File: src/rtl/io_port_ctrl_if.sv
// Datapath/peripheral signal bundle for io_port_ctrl.
// The slave modport is the port controller; the master modport is the
// datapath/control unit plus the external peripheral driving it.
interface io_port_ctrl_if #(
  parameter int WIDTH = 16
);
  logic [WIDTH-1:0] ioOut;
  logic             out_wr;
  logic             out_full;
  logic             out_ovf;
  logic [WIDTH-1:0] ext_out_data;
  logic             ext_out_valid;
  logic             ext_out_ready;
  logic [WIDTH-1:0] ext_in_data;
  logic             ext_in_valid;
  logic             ext_in_ready;
  logic [WIDTH-1:0] ioIn;
  logic             in_empty;
  logic             in_rd;

  modport master (
    output ioOut, out_wr, ext_out_ready, ext_in_data, ext_in_valid, in_rd,
    input  out_full, out_ovf, ext_out_data, ext_out_valid, ext_in_ready,
           ioIn, in_empty
  );

  modport slave (
    input  ioOut, out_wr, ext_out_ready, ext_in_data, ext_in_valid, in_rd,
    output out_full, out_ovf, ext_out_data, ext_out_valid, ext_in_ready,
           ioIn, in_empty
  );
endinterface

File: src/rtl/io_port_ctrl.sv
// Buffered I/O port: output FIFO (datapath -> peripheral) and input FIFO
// (peripheral -> datapath). Pointers carry one extra wrap bit so that
// occupancy 0..DEPTH is unambiguous.
// Optional feature macro: IO_LOOPBACK_EN adds a loopback input that routes
// the output FIFO head straight into the input FIFO.
//
// side state | meaning
// ST_EMPTY   | pointers equal, head forced to 0
// ST_PARTIAL | 1..DEPTH-1 words held
// ST_FULL    | DEPTH words held, further writes blocked
module io_port_ctrl #(
  parameter int WIDTH = 16,
  parameter int DEPTH = 4
) (
  input logic clk,
  input logic Reset,
`ifdef IO_LOOPBACK_EN
  input logic loopback,
`endif
  io_port_ctrl_if.slave bus
);
  localparam int AW = $clog2(DEPTH);

  typedef enum logic [1:0] {ST_EMPTY, ST_PARTIAL, ST_FULL} side_state_e;

  logic [WIDTH-1:0] out_mem [DEPTH];
  logic [WIDTH-1:0] in_mem  [DEPTH];
  logic [AW:0]      out_wp, out_rp, in_wp, in_rp;
  logic             ovf_q;
  side_state_e      out_state, in_state;

  logic             push, drain, fill, pop, lb_active;
  logic [WIDTH-1:0] out_head, fill_data;

  // Per-side state is a pure decode of the pointers; nothing is stored.
  always_comb begin
    out_state = ST_PARTIAL;
    in_state  = ST_PARTIAL;
    if (out_wp == out_rp)
      out_state = ST_EMPTY;
    else if ((out_wp[AW-1:0] == out_rp[AW-1:0]) && (out_wp[AW] != out_rp[AW]))
      out_state = ST_FULL;
    if (in_wp == in_rp)
      in_state = ST_EMPTY;
    else if ((in_wp[AW-1:0] == in_rp[AW-1:0]) && (in_wp[AW] != in_rp[AW]))
      in_state = ST_FULL;
  end

`ifdef IO_LOOPBACK_EN
  assign lb_active = loopback;
`else
  assign lb_active = 1'b0;
`endif

  assign out_head = (out_state == ST_EMPTY) ? '0 : out_mem[out_rp[AW-1:0]];

  // Transfer qualifiers; fullness is judged on pre-edge pointers so a full
  // FIFO blocks a push even when it drains on the same edge.
  always_comb begin
    push      = bus.out_wr && (out_state != ST_FULL);
    pop       = bus.in_rd && (in_state != ST_EMPTY);
    drain     = 1'b0;
    fill      = 1'b0;
    fill_data = bus.ext_in_data;
    if (lb_active) begin
      drain     = (out_state != ST_EMPTY) && (in_state != ST_FULL);
      fill      = drain;
      fill_data = out_head;
    end else begin
      drain = (out_state != ST_EMPTY) && bus.ext_out_ready;
      fill  = bus.ext_in_valid && (in_state != ST_FULL);
    end
  end

  // Pointer and sticky overflow registers.
  always_ff @(posedge clk or negedge Reset) begin
    if (!Reset) begin
      out_wp <= '0;
      out_rp <= '0;
      in_wp  <= '0;
      in_rp  <= '0;
      ovf_q  <= 1'b0;
    end else begin
      if (push)  out_wp <= out_wp + 1'b1;
      if (drain) out_rp <= out_rp + 1'b1;
      if (fill)  in_wp  <= in_wp + 1'b1;
      if (pop)   in_rp  <= in_rp + 1'b1;
      if (bus.out_wr && (out_state == ST_FULL)) ovf_q <= 1'b1;
    end
  end

  // FIFO storage, deliberately not reset.
  always_ff @(posedge clk) begin
    if (push) out_mem[out_wp[AW-1:0]] <= bus.ioOut;
    if (fill) in_mem[in_wp[AW-1:0]]   <= fill_data;
  end

  assign bus.out_full      = (out_state == ST_FULL);
  assign bus.out_ovf       = ovf_q;
  assign bus.ext_out_data  = out_head;
  assign bus.ext_out_valid = (out_state != ST_EMPTY) && !lb_active;
  assign bus.ext_in_ready  = (in_state != ST_FULL) && !lb_active;
  assign bus.in_empty      = (in_state == ST_EMPTY);
  assign bus.ioIn          = (in_state == ST_EMPTY) ? '0 : in_mem[in_rp[AW-1:0]];
endmodule

File: src/flat_wrapper.sv
// flat-port wrapper written by rule: the top's interface ports become plain ports
module io_port_ctrl_flat 
#(
  parameter int WIDTH = 16,
  parameter int DEPTH = 4
)
  (clk, Reset, bus_ioOut, bus_out_wr, bus_ext_out_ready, bus_ext_in_data, bus_ext_in_valid, bus_in_rd, bus_out_full, bus_out_ovf, bus_ext_out_data, bus_ext_out_valid, bus_ext_in_ready, bus_ioIn, bus_in_empty);
  io_port_ctrl_if #(.WIDTH(WIDTH)) bus_i ();
  input logic clk;
  input logic Reset;
  input wire logic [$bits(bus_i.ioOut)-1:0] bus_ioOut;
  input wire logic [$bits(bus_i.out_wr)-1:0] bus_out_wr;
  input wire logic [$bits(bus_i.ext_out_ready)-1:0] bus_ext_out_ready;
  input wire logic [$bits(bus_i.ext_in_data)-1:0] bus_ext_in_data;
  input wire logic [$bits(bus_i.ext_in_valid)-1:0] bus_ext_in_valid;
  input wire logic [$bits(bus_i.in_rd)-1:0] bus_in_rd;
  output wire logic [$bits(bus_i.out_full)-1:0] bus_out_full;
  output wire logic [$bits(bus_i.out_ovf)-1:0] bus_out_ovf;
  output wire logic [$bits(bus_i.ext_out_data)-1:0] bus_ext_out_data;
  output wire logic [$bits(bus_i.ext_out_valid)-1:0] bus_ext_out_valid;
  output wire logic [$bits(bus_i.ext_in_ready)-1:0] bus_ext_in_ready;
  output wire logic [$bits(bus_i.ioIn)-1:0] bus_ioIn;
  output wire logic [$bits(bus_i.in_empty)-1:0] bus_in_empty;
  assign bus_i.ioOut = bus_ioOut;
  assign bus_i.out_wr = bus_out_wr;
  assign bus_i.ext_out_ready = bus_ext_out_ready;
  assign bus_i.ext_in_data = bus_ext_in_data;
  assign bus_i.ext_in_valid = bus_ext_in_valid;
  assign bus_i.in_rd = bus_in_rd;
  assign bus_out_full = bus_i.out_full;
  assign bus_out_ovf = bus_i.out_ovf;
  assign bus_ext_out_data = bus_i.ext_out_data;
  assign bus_ext_out_valid = bus_i.ext_out_valid;
  assign bus_ext_in_ready = bus_i.ext_in_ready;
  assign bus_ioIn = bus_i.ioIn;
  assign bus_in_empty = bus_i.in_empty;
  io_port_ctrl #(.WIDTH(WIDTH), .DEPTH(DEPTH)) u_core (.clk(clk), .Reset(Reset), .bus(bus_i));
endmodule
File: config.mk
export PLATFORM = sky130hd
export DESIGN_NAME = io_port_ctrl_flat
export DESIGN_NICKNAME = d
export VERILOG_FILES = /design/src/rtl/io_port_ctrl_if.sv /design/src/rtl/io_port_ctrl.sv /design/src/flat_wrapper.sv
export SDC_FILE = /design/constraint.sdc
export NUM_CORES = 1
export LEC_CHECK = 0
export ABC_AREA = 1
export CAP_MARGIN = 25
export CORE_MARGIN = 1.5
export CORE_UTILIZATION = 50
export CTS_BUF_LIST = sky130_fd_sc_hd__clkbuf_8
export CTS_CLUSTER_SIZE = 16
export DETAILED_ROUTE_END_ITERATION = 8
export MAX_ROUTING_LAYER = met4
export PLACE_DENSITY = 0.77
export SETUP_SLACK_MARGIN = 0.1
export SYNTH_ARGS = -nofsm -noshare
export SYNTH_HDL_FRONTEND = slang
export SYNTH_SLANG_ARGS = --single-unit
File: constraint.sdc
create_clock -name clk -period 4.12 [get_ports clk]
set_input_delay 0.412 -clock clk [delete_from_list [all_inputs] [get_ports clk]]
set_output_delay 0.412 -clock clk [all_outputs]
set_load 0.02 [all_outputs]
==> results.cfg, run 1 <==
[run_status]
status = completed

[grt]
grt_start_max_net_pins = 37
grt_use_total_pct = 19.97
grt_first_pass_wirelength_mm = 18.84
grt_pass1_vias = 3866
antenna_found_initial = 0
grt_remaining_overflow = 0

[place]
dpl.hpwl_mm = 7.392
portBuffers = 74
globalplace.congestion = 0.7888
dp.cells = 745

[synthesis]
yosysUniqueCellTypes = 19
synth_warnings = 0
ys_seq_area_share_pct = 68.03
synth_area_leaders = edfxtp_1 63%, nor2_1 6.2%, dfrtp_1 5.3%
synth.avg_cell_area_um2 = 11.35
yosysMostFrequentCell = edfxtp_1
synth_area_mm2 = 0.006128
synth_ff_type = edfxtp_1
async_flop_share_pct = 9.220
synth_top_area_share_pct = 62.72
yosys-top-cells-count = 128 x edfxtp_1, 102 x nor2_1, 81 x nand2_1, 60 x o21ai_0, 53 x inv_1
synth_cells = 540
synth_nets = 588
synth_edf_count = 128
synth-seq-cells = 141
synth_top_area_cell = edfxtp_1

[finish]
num_antenna_cells = 0
layout-drive-gt1-share_pct = 8.889
final_util_pct = 61.27
layout.nets = 665
stdcell_count = 777
areaGrowthSynthToFinish_pct = 19.58

[clock_tree]
numCtsBuffers = 17
clk_path_buf_depth = 2
clkLatencyLatePin_ns = 0.44
cts_root_buf = clkbuf_8
post-cts-setup-buffers = 0
htree_levels = 4
post_cts_resized = 0
clkTransAtPathRegs_ns = 0.08
cts_hold_buf = 0
cts_tree = done
cts_sinks = 141

[detailed_routing]
ant_nets = 0
drc = 0
first_pass_iters = 5
vias_per_cell = 5.147
wirelength_mm = 11.83
drt_iter0_markers = 339
vias = 3999
avgRoutedWirePerCell_um = 15.23

[setup_path]
cp.required_ns = 3.71
worst_ep_arrival_time_ns = 2.61
critPathSlowestCell = dfrtp_1
crit_type = register to output pin
path_common_cell = nor2_1
crit_path_end_kind = output pin
critPathMaxStageDelay_ns = 0.72
critical_path.max_fanout = 20
worstSetupStartpointType = register
critical_path.cell_chain = buf_4 -> nor2_1 -> nor2_1 -> o21ai_0 -> o21ai_1 -> nand2_1 -> inv_1 -> clkdlybuf4s50_1

[floorplan]
pin_count = 75
coreArea_mm2 = 0.01196
die_h_um = 113.7
dieWidth_um = 113.7
rows = 40
start_util_pct = 51.23
die_area_mm2 = 0.01293

[flow_run]
max_cap_violations = 0

[timing]
setup_viol_count_final = 0
min_period_over_period_pct = 73.45
fin_crit_ns = 3.026
worstMarginPinSlew_ns = 0.7999
skew_ns = 0.008180
finalHoldViolCount = 0
drv_slew = 0
finalSetupTns_ns = 0
rsz0062_at_grt = no
maxSlewHeadroom_pct = 46.61
fmax_mhz = 330.5

[power]
leakage_nw = 2.931
pwr_density_cell_mw_per_mm2 = 809.9
peakVddDrop_mv = 0.5997

[worst_hold_path]
hold_class = primary input to async pin
routing by layer:
layer / vias up / GRT usage (%) / wire (um)
met3: 8 / 5.526 / 804
met5: - / - / 0
met4: 0 / 6.500 / 78
met1: 1883 / 23.16 / 4998
met2: 152 / 33.86 / 5948
li1: 1956 / - / -
final cells by class:
type,instances,area (um2)
inverter,57,221.5
fill,919,4633
timing repair buffer,84,815.8
clock buffer,18,247.7
multi-input combinational,316,1511
tap,147,183.9
sequential,141,4169
clock inverter,14,178.9
cells by family (layout without fill, tap and decap cells):
| family | count (synthesis) | in the layout | synth area share, % |
|---|---|---|---|
| buffers and inverters | 83 | 173 | 7.309 |
| AO/OA/AOI/OAI | 96 | 96 | 7.840 |
| AND/OR/NAND/NOR | 208 | 208 | 14.50 |
| adder cells (fa/ha/maj) | 10 | 10 | 2.042 |
| XOR/XNOR | 2 | 2 | 0.2859 |
| flip-flops | 141 | 141 | 68.03 |
worst max-delay path, delay by kind of cell (launching register included):
kind            cells  cell delay, ns
simple gates        3            0.23
buf+inv             3            0.98
compound gates      2            0.23
flops               1            0.72
state kept, by name, summed over array words and instances (netlist names):
register            cells
u_core.out_wp           3
u_core.in_wp            3
u_core.bus.out_ovf      1
u_core.out_rp           3
u_core.out_mem         64
u_core.in_mem          64
u_core.in_rp            3
worst paths after layout:
kind	slack [ns]	cells after the start	end	from
setup / recovery	1.09	8	bus_ioIn[6]	u_core.in_rp[0]
hold / removal	0.34	1	u_core.out_wp[1]	Reset
setup reg to reg	1.65	7	u_core.in_mem[1][6]	u_core.in_rp[0]
hold reg to reg	0.47	2	u_core.bus.out_ovf	u_core.bus.out_ovf
max in group asynchronous	3.39	1	u_core.out_rp[0]	Reset
min in group clk	0.47	2	u_core.bus.out_ovf	u_core.bus.out_ovf
cells in the final DEF (no fill, tap or decap), types with 2 or more instances in the layout:
| cell type | n |
|---|---|
| buf_4 | 10 |
| bufinv_16 | 4 |
| clkbuf_8 | 18 |
| clkdlybuf4s50_1 | 74 |
| clkinv_2 | 3 |
| clkinv_4 | 2 |
| clkinvlp_4 | 2 |
| dfrtp_1 | 13 |
| edfxtp_1 | 128 |
| ha_1 | 10 |
| inv_1 | 56 |
| inv_2 | 2 |
| nand2_1 | 81 |
| nand2_2 | 6 |
| nand2_4 | 3 |
| nand3_1 | 12 |
| nand3_4 | 4 |
| nor2_1 | 102 |
| o21ai_0 | 60 |
| o21ai_1 | 36 |
| xor2_1 | 2 |
metrics by stage:
stage,hold slack [ns],setup slack [ns],power (mW),area [um2]
final,0.3396,1.094,5.935,7328
after global routing,0.3862,0.8944,6.323,7328
after CTS,0.3505,1.074,5.966,7328
after detailed placement,0.4550,1.571,4.780,6902
after global placement,0.4473,1.638,4.690,6902
after floorplan,0.1164,2.147,3.892,6128
power breakdown:
| part | leakage, nW | internal, mW | switching, mW |
|---|---|---|---|
| Sequential | 1.33 | 1.90 | 0.173 |
| Combinational | 1.38 | 1.03 | 1.64 |
| Clock | 0.222 | 0.667 | 0.515 |
Note: power is estimated with default switching activity, not from simulation.
==> inputs of run 2 (changes only) <==
==> constraint.sdc (replaced) <==
create_clock -name clk -period 2.8 [get_ports clk]
set_input_delay 0.28 -clock clk [delete_from_list [all_inputs] [get_ports clk]]
set_output_delay 0.28 -clock clk [all_outputs]
set_load 0.02 [all_outputs]
==> results.cfg, run 2 (synthesis results as in run 1) <==
[floorplan]
start_util_pct = 51.23
coreArea_mm2 = 0.01196
die_area_mm2 = 0.01293
rows = 40
dieWidth_um = 113.7
pin_count = 75
die_h_um = 113.7

[timing]
finalSetupTns_ns = 0
fmax_mhz = 389.8
whs_ns = 0.2160
worstMarginPinSlew_ns = 0.7508
finalHoldViolCount = 0
fin_crit_ns = 2.565
drv_slew = 0
maxSlewHeadroom_pct = 49.89
layout_setup_ws_ns = 0.2346
skew_ns = 0.01572
min_period_over_period_pct = 91.62
rsz0062_at_grt = no
setup_viol_count_final = 0

[power]
leakage_nw = 2.986
peakVddDrop_mv = 0.9315
pwr_density_cell_mw_per_mm2 = 1205
report.power.total_mw = 9.006

[detailed_routing]
vias = 4060
first_pass_iters = 4
drc = 0
wirelength_mm = 12.39
drt_iter0_markers = 353
vias_per_cell = 5.152
avgRoutedWirePerCell_um = 15.72
ant_nets = 0

[clock_tree]
cts_sinks = 141
clk_path_buf_depth = 2
clkTransAtPathRegs_ns = 0.09
cts_hold_buf = 0
cts_root_buf = clkbuf_8
clkLatencyLatePin_ns = 0.45
cts_tree = done
numCtsBuffers = 17
htree_levels = 4

[finish]
layout-drive-gt1-share_pct = 11.54
layout_common_cells = 128 x edfxtp_1, 102 x nor2_1, 81 x nand2_1, 73 x clkdlybuf4s50_1, 60 x o21ai_0
areaGrowthSynthToFinish_pct = 21.93
num_antenna_cells = 0
stdcell_count = 788
num-fill-cells = 924
layout.nets = 677
final_common_cell = edfxtp_1

[worst_hold_path]
hold_class = primary input to async pin

[setup_path]
rrSetupSlack_ns = 0.79
worst_ep_arrival_time_ns = 2.29
crit_path_end_kind = output pin
worstSetupStartpointType = register
cp.required_ns = 2.52
critical_path.max_fanout = 11
crit_type = register to output pin

[place]
dp.cells = 749
dp_slack_ns = 0.4184
portBuffers = 74
globalplace.congestion = 0.7760
dpl.hpwl_mm = 7.489

[grt]
antenna_found_initial = 0
grt_remaining_overflow = 0
grt_start_max_net_pins = 35
grt_first_pass_wirelength_mm = 19.13
grt_pass1_vias = 3989
grt_use_total_pct = 20.20

[flow_run]
max_cap_violations = 0

[run_status]
status = completed
run 2: changes by cell type in the layout (fill, tap and decap cells not counted), moves of 2 or more:
cell,previous run,this run
inv_1,56,53
nand3_4,4,6
inv_8,0,2
buf_4,10,18
dfrtp_2,0,3
dfrtp_1,13,9
run 2: routing by layer:
| metal | wire length [um] | GRT usage (%) |
|---|---|---|
| met1 | 5233 | 24.36 |
| met2 | 6192 | 33.13 |
| met3 | 771 | 5.154 |
| met4 | 194 | 7.417 |
| met5 | 0 | - |
run 2: timing repair:
action                     in CTS  in global routing
buffers inserted                1                  5
cloned                          0                  2
setup endpoints to repair      34                 33
resized for setup               6                  6
pin swaps                       0                  0
run 2: power by group:
group / switching (mW) / internal, mW
Sequential: 0.226 / 2.81
Clock: 0.786 / 0.967
Combinational: 2.57 / 1.65
Total: 3.58 / 5.42
run 2: cell type report:
type	count	area [um2]	share of cell area, %
flip-flops and latches	141	4177	55.89
well taps	147	183.9	2.461
clock buffers	17	234.0	3.131
clock inverters	14	192.7	2.579
inverters	57	229.0	3.064
repair buffers	94	909.6	12.17
multi-input cells	318	1546	20.70
run 2: per-stage QoR:
stage	utilization (%)	instance area, um2
floorplan	-	6128
global placement	57.95	6932
detailed placement	57.95	6932
CTS	61.66	7376
global route	62.47	7472
finish	62.47	7472
run 2: critical path, cell delays in order, from the launching register on:
cell	delay (ns)
dfrtp_2	0.47
buf_4	0.20
nand2_1	0.10
nand2_4	0.13
nand3_4	0.19
nand2_1	0.16
inv_1	0.05
clkdlybuf4s50_1	0.53
run 2: path summary, 6_finish.rpt:
path / startpoint / endpoint / depth (start not counted)
min reg2reg: u_core.bus.out_ovf / u_core.bus.out_ovf / 2
min in group clk: bus_ioOut[10] / u_core.out_mem[1][10] / 1
max in group asynchronous: Reset / u_core.in_rp[1] / 1
min: Reset / u_core.out_wp[0] / 1
max: u_core.out_rp[0] / bus_ext_out_data[14] / 7
max reg2reg: u_core.in_rp[0] / u_core.in_mem[3][13] / 7
==> RTL change 1, RTL diff (config.mk and constraints of run 2) <==
`WIDTH` is set to 16 in 3 places; all go to 12.
--- a/src/rtl/io_port_ctrl_if.sv
+++ b/src/rtl/io_port_ctrl_if.sv
@@ -4,3 +4,3 @@
 interface io_port_ctrl_if #(
-  parameter int WIDTH = 16
+  parameter int WIDTH = 12
 );
--- a/src/rtl/io_port_ctrl.sv
+++ b/src/rtl/io_port_ctrl.sv
@@ -11,3 +11,3 @@
 module io_port_ctrl #(
-  parameter int WIDTH = 16,
+  parameter int WIDTH = 12,
   parameter int DEPTH = 4
--- a/src/flat_wrapper.sv
+++ b/src/flat_wrapper.sv
@@ -3,3 +3,3 @@
 #(
-  parameter int WIDTH = 16,
+  parameter int WIDTH = 12,
   parameter int DEPTH = 4
Interface: changed (resized bus_ext_in_data, bus_ext_out_data, bus_ioIn and bus_ioOut); port bits go from 75 to 59. No check against the original RTL was run, so the function may have changed too.
==> RTL change 1 against run 2 <==
- setup slack improved by 55 ps
- largest cell class unchanged
- total power fell by 28%
- routed wire length fell by 27%
- sequential cell count fell by 32
- combinational power fell by 25%
- design area fell by 24%
- highest routed layer unchanged
- area after synthesis fell by 21%
- utilization fell by 1.2 points
==> RTL change 1: results (changes against run 2) <==
Synthesis
  • Number of enable flip-flop cells after synthesis: 96 (-25%)
  • Most common library cells after synthesis: edfxtp_1 (96), nor2_1 (78), nand2_1 (71)
  • Area contributors post-synth: edfxtp_1 (60%), dfrtp_1 (6.7%), nor2_1 (6.1%)
  • Yosys synthesis warning count: 0 (unchanged)
  • Async set-or-reset flop fraction in the synthesized netlist: 11.9% (+2.7 points)
  • Post-synthesis sequential area ratio: 66.5% (-1.6 points)
  • Synthesized netlist net count: 476 (-19%)
  • Count of unique library cells instantiated by Yosys: 19 (unchanged)

Worst setup path
  • Critical Path Slowest Stage Cell: clkdlybuf4s50_1
  • Minimum setup slack among reg-to-reg paths: 940 ps (+150 ps)
  • Origin of the critical flop-to-flop path: u_core.out_rp[0]
  • Count of cells along the worst register-to-register path: 6 (-1)
  • Max Fanout on Critical Path: 16 (+5)
  • Endpoint of the lowest-slack register-to-register path: u_core.out_mem[3][5]
  • Crit path arrival time: 2230 ps (-60 ps)
  • Maximum single-stage delay on the critical path: 600 ps (+70 ps)

STA
  • Worst Skew: 7.24 ps (-8.48 ps)
  • Headroom to the max-slew limit: 60.8% (+11 points)

Global route
  • Largest net degree at the start of global routing: 27 (-23%)
  • Wire length of the first global-routing pass: 14800 um (-23%)
  • Number of global-route vias before repair: 3149 (-21%)
  • Overall global routing resource usage: 19.3% (-0.93 points)

Cells and area
  • Share of final-layout standard cells stronger than drive strength 1: 10.1% (-1.4 points)
  • Final Net Count: 538 (-21%)

CTS
  • Cts bufs inserted: 9 (-8)
  • Quantity of gates resized following cts: 1 (-5)
  • H-Tree Depth: 3 (-1)
  • Post CTS Setup Buffer Count: 0 (-1)
  • Clock Tree Buf Depth: 2 (unchanged)
  • Clock insertion delay at the later pin of the skew report: 350 ps (-100 ps)

Detailed routing
  • Final routed wirelength across all metal layers: 9090 um (-27%)
  • Post-DR vias/cell: 5.04 (-2.1%)
  • DRT iter0 DRCs: 156 (-56%)
  • Count of TritonRoute iterations in the first routing pass: 5 (+1)

Place
  • Routability congestion estimate from global placement: 0.880 (+13%)
  • IO buf count: 58 (-22%)
  • Detailed placer's ending HPWL: 6080 um (-19%)
  • Post-place setup slack: 509 ps (+90.9 ps)

Power
  • Leakage component of the power: 2.30 nW (-23%)
  • Worst-case vdd ir drop: 0.647 mV (-31%)

Worst hold path
  • Class of the tightest hold or removal check: input pin to async pin

Run status
  • Status: finished, final reports clean
-- RTL change 1: cell type report --
type,instances,area [um^2]
flip-flops and latches,109,3210
clock inverters,7,56.3
multi-input cells,260,1280
clock buffers,9,124
inverters,49,194
fillers,751,3600
repair buffers,69,663
well taps,129,161
-- RTL change 1: how the worst max path moves through the flow --
stage                                start              endpoint  slack [ps]  depth (start not counted)
after floorplan            u_core.in_rp[0]   u_core.in_mem[0][0]        1000                          6
after global placement    u_core.out_rp[1]   bus_ext_out_data[7]         600                          6
after detailed placement  u_core.out_rp[0]   bus_ext_out_data[3]         510                          7
after CTS                 u_core.out_rp[1]   bus_ext_out_data[7]         150                          6
after global routing      u_core.out_rp[0]  bus_ext_out_data[10]         130                          8
final                      u_core.in_rp[0]           bus_ioIn[8]         290                          8
-- RTL change 1: logic make-up after synthesis --
kind of cell | synth area share (%)
compound gates | 7.47
buf+inv | 7.08
simple gates | 16.0
fa+ha+maj | 2.59
flops | 66.5
xor+xnor | 0.363
-- RTL change 1: report_power, final --
group | total (mW) | switching, mW | leakage [nW] | internal, mW
clock | 0.886 | 0.547 | 0.0963 | 0.339
combinational | 3.16 | 1.91 | 1.17 | 1.25
sequential | 2.41 | 0.236 | 1.03 | 2.17
total | 6.45 | 2.69 | 2.30 | 3.76
-- RTL change 1: per-stage QoR --
stage | utilization, % | std cells | cell area [um^2] | power, mW | hold WS [ps]
global route | 61.2 | 632 | 5690 | 6.91 | 312
CTS | 61.2 | 632 | 5680 | 6.51 | 278
detailed placement | 59.2 | 616 | 5500 | 5.62 | 448
floorplan | - | 436 | 4830 | 4.52 | -15.6
finish | 61.2 | 632 | 5690 | 6.45 | 270
global placement | 59.2 | 616 | 5500 | 5.49 | 448
-- RTL change 1: routing by layer --
| layer | global-route usage, % | up-vias | share of wire, % |
|---|---|---|---|
| li1 | - | 1568 | - |
| met3 | 2.97 | 8 | 4.9 |
| met1 | 24.0 | 1524 | 43 |
| met5 | - | - | 0 |
| met4 | 4.91 | 0 | 0.47 |
| met2 | 33.2 | 87 | 52 |
==> RTL change 2, RTL diff (config.mk and constraints of run 2) <==
Made on the original files. Reset style: synchronous (`Reset`), changed in one clocked block.
--- a/src/rtl/io_port_ctrl.sv
+++ b/src/rtl/io_port_ctrl.sv
@@ -75,3 +75,3 @@
   // Pointer and sticky overflow registers.
-  always_ff @(posedge clk or negedge Reset) begin
+  always_ff @(posedge clk) begin
     if (!Reset) begin
Behaviour: differs if Reset is asserted again (counterexample within 4 cycles, from zero or initial values and one cycle with Reset low); with Reset held inactive, the same outputs for 10 cycles.
==> RTL change 2 against run 2 <==
- die area is 0.54% lower
- area after synthesis fell by 0.55%
- sequential share of layout area increased by 0.80 points
- critical path type unchanged
- routed wire length down 5.4%
- largest cell class unchanged
- sequential cell count up 4
- setup slack better by 25 ps
- first-iteration DRC count down 22%
- design area down 1.2%
- register-to-register slack gained 310 ps
- hold slack gained 240 ps
Power is not compared: it rests on default switching activity, and its combinational part moved more than twofold at a synthesized area within 25%.
==> RTL change 2: results (changes against run 2) <==
Detailed routing
  • Mean routed wirelength per cell: 14.6 um (-7.4%)
  • Routed wire length on met2: 5970 um (-3.6%)
  • Vias post-DR: 4069 (+0.22%)
  • Sum of routed wire segments on met1: 5080 um (-3.0%)
  • DRT iter0 DRCs: 274 (-22%)
  • Final routed wirelength across all metal layers: 11700 um (-5.4%)

Global route
  • Met2 track utilization from global routing: 33.5% (+0.32 points)
  • Wire length of the first global-routing pass: 19100 um (-0.36%)
  • Met3 track demand over resource in global routing: 4.36% (-0.80 points)
  • Overall global routing resource usage: 19.9% (-0.32 points)
  • Number of global-route vias before repair: 4000 (+0.28%)

Worst setup path
  • Max Fanout on Critical Path: 23 (+12)
  • Maximum single-stage delay on the critical path: 610 ps (+80 ps)
  • Origin of the critical flop-to-flop path: u_core.in_wp[0]
  • Minimum setup slack among reg-to-reg paths: 1100 ps (+310 ps)
  • Endpoint of the lowest-slack register-to-register path: u_core.in_mem[0][7]

Place
  • Post-place setup slack: 746 ps (+327 ps)
  • Detailed placer's ending HPWL: 7220 um (-3.7%)
  • Number of instances in the placed design: 773 (+3.2%)
  • Routability congestion estimate from global placement: 0.766 (-1.3%)
  • Placement-stage cell area: 0.00698 mm^2 (+0.72%)

Synthesis
  • Synthesized netlist net count: 610 (+3.7%)
  • Count of unique library cells instantiated by Yosys: 21 (+2)
  • Async set-or-reset flop fraction in the synthesized netlist: 0% (-9.2 points)
  • Area contributors post-synth: edfxtp_1 (63%), nor2_1 (7.2%), dfxtp_1 (5.6%)

STA
  • Worst slack on hold paths: 456 ps (+240 ps)
  • Worst Max-Slew Pin Slew: 552 ps (-199 ps)
  • Worst Skew: 13.3 ps (-2.46 ps)

Cells and area
  • Final Net Count: 693 (+2.4%)
  • Number of fill cells in the layout: 907 (-1.8%)
  • Share of final-layout standard cells stronger than drive strength 1: 8.51% (-3.0 points)

Worst hold path
  • Class of the tightest hold or removal check: flip-flop to flip-flop

Run status
  • Status: finished, final reports clean
-- RTL change 2: cell types whose count changed after synthesis, sizes merged, moves of 4 or more --
cell	change
dfxtp	+17
clkbuf	+4
nor2	+15
buf	-7
inv	+7
nand2	-12
a21oi	+12
dfrtp	-13
-- RTL change 2: cells by family (layout without fill, tap and decap cells) --
kind of cell / after synthesis / after routing / synth area share, %
AO/OA/AOI/OAI: 109 / 109 / 8.99
adder cells (fa/ha/maj): 10 / 10 / 2.05
buffers and inverters: 87 / 183 / 6.16
flip-flops: 145 / 145 / 68.7
AND/OR/NAND/NOR: 211 / 211 / 14.1
-- RTL change 2: how the worst max path moves through the flow --
stage	start	slack (ps)	endpoint	depth (start not counted)
4_1_cts	u_core.in_wp[0]	260	bus_ioIn[3]	7
6_report	u_core.in_wp[0]	260	bus_ioIn[3]	7
2_1_floorplan	u_core.in_wp[0]	770	u_core.in_mem[0][0]	6
3_5_place_dp	flip-flop	750	bus_ioIn[4]	8
3_3_place_gp	u_core.in_wp[0]	780	bus_ioIn[3]	7
5_1_grt	flip-flop	90	bus_ioIn[5]	8
-- RTL change 2: cell type report --
| cell class | instances | area [um^2] | area share (%) |
|---|---|---|---|
| Sequential cell | 145 | 4180 | 56.7 |
| Inverter | 64 | 243 | 3.29 |
| Multi-Input combinational cell | 330 | 1540 | 20.8 |
| Timing Repair Buffer | 87 | 842 | 11.4 |
| Tap cell | 147 | 184 | 2.49 |
| Clock inverter | 14 | 144 | 1.95 |
| Clock buffer | 18 | 248 | 3.36 |
-- RTL change 2: tightest hold or removal path: stages, from the launching register on --
cell and delay, ps:
dfxtp_1 310, inv_1 50, a21boi_1 50
-- RTL change 2: timing repair --
action                                 in CTS  in global routing
endpoints found under the hold margin       0                  0
setup endpoints to repair                   0                  4
buffers inserted                            0                  0
gates resized for setup                     0                  3
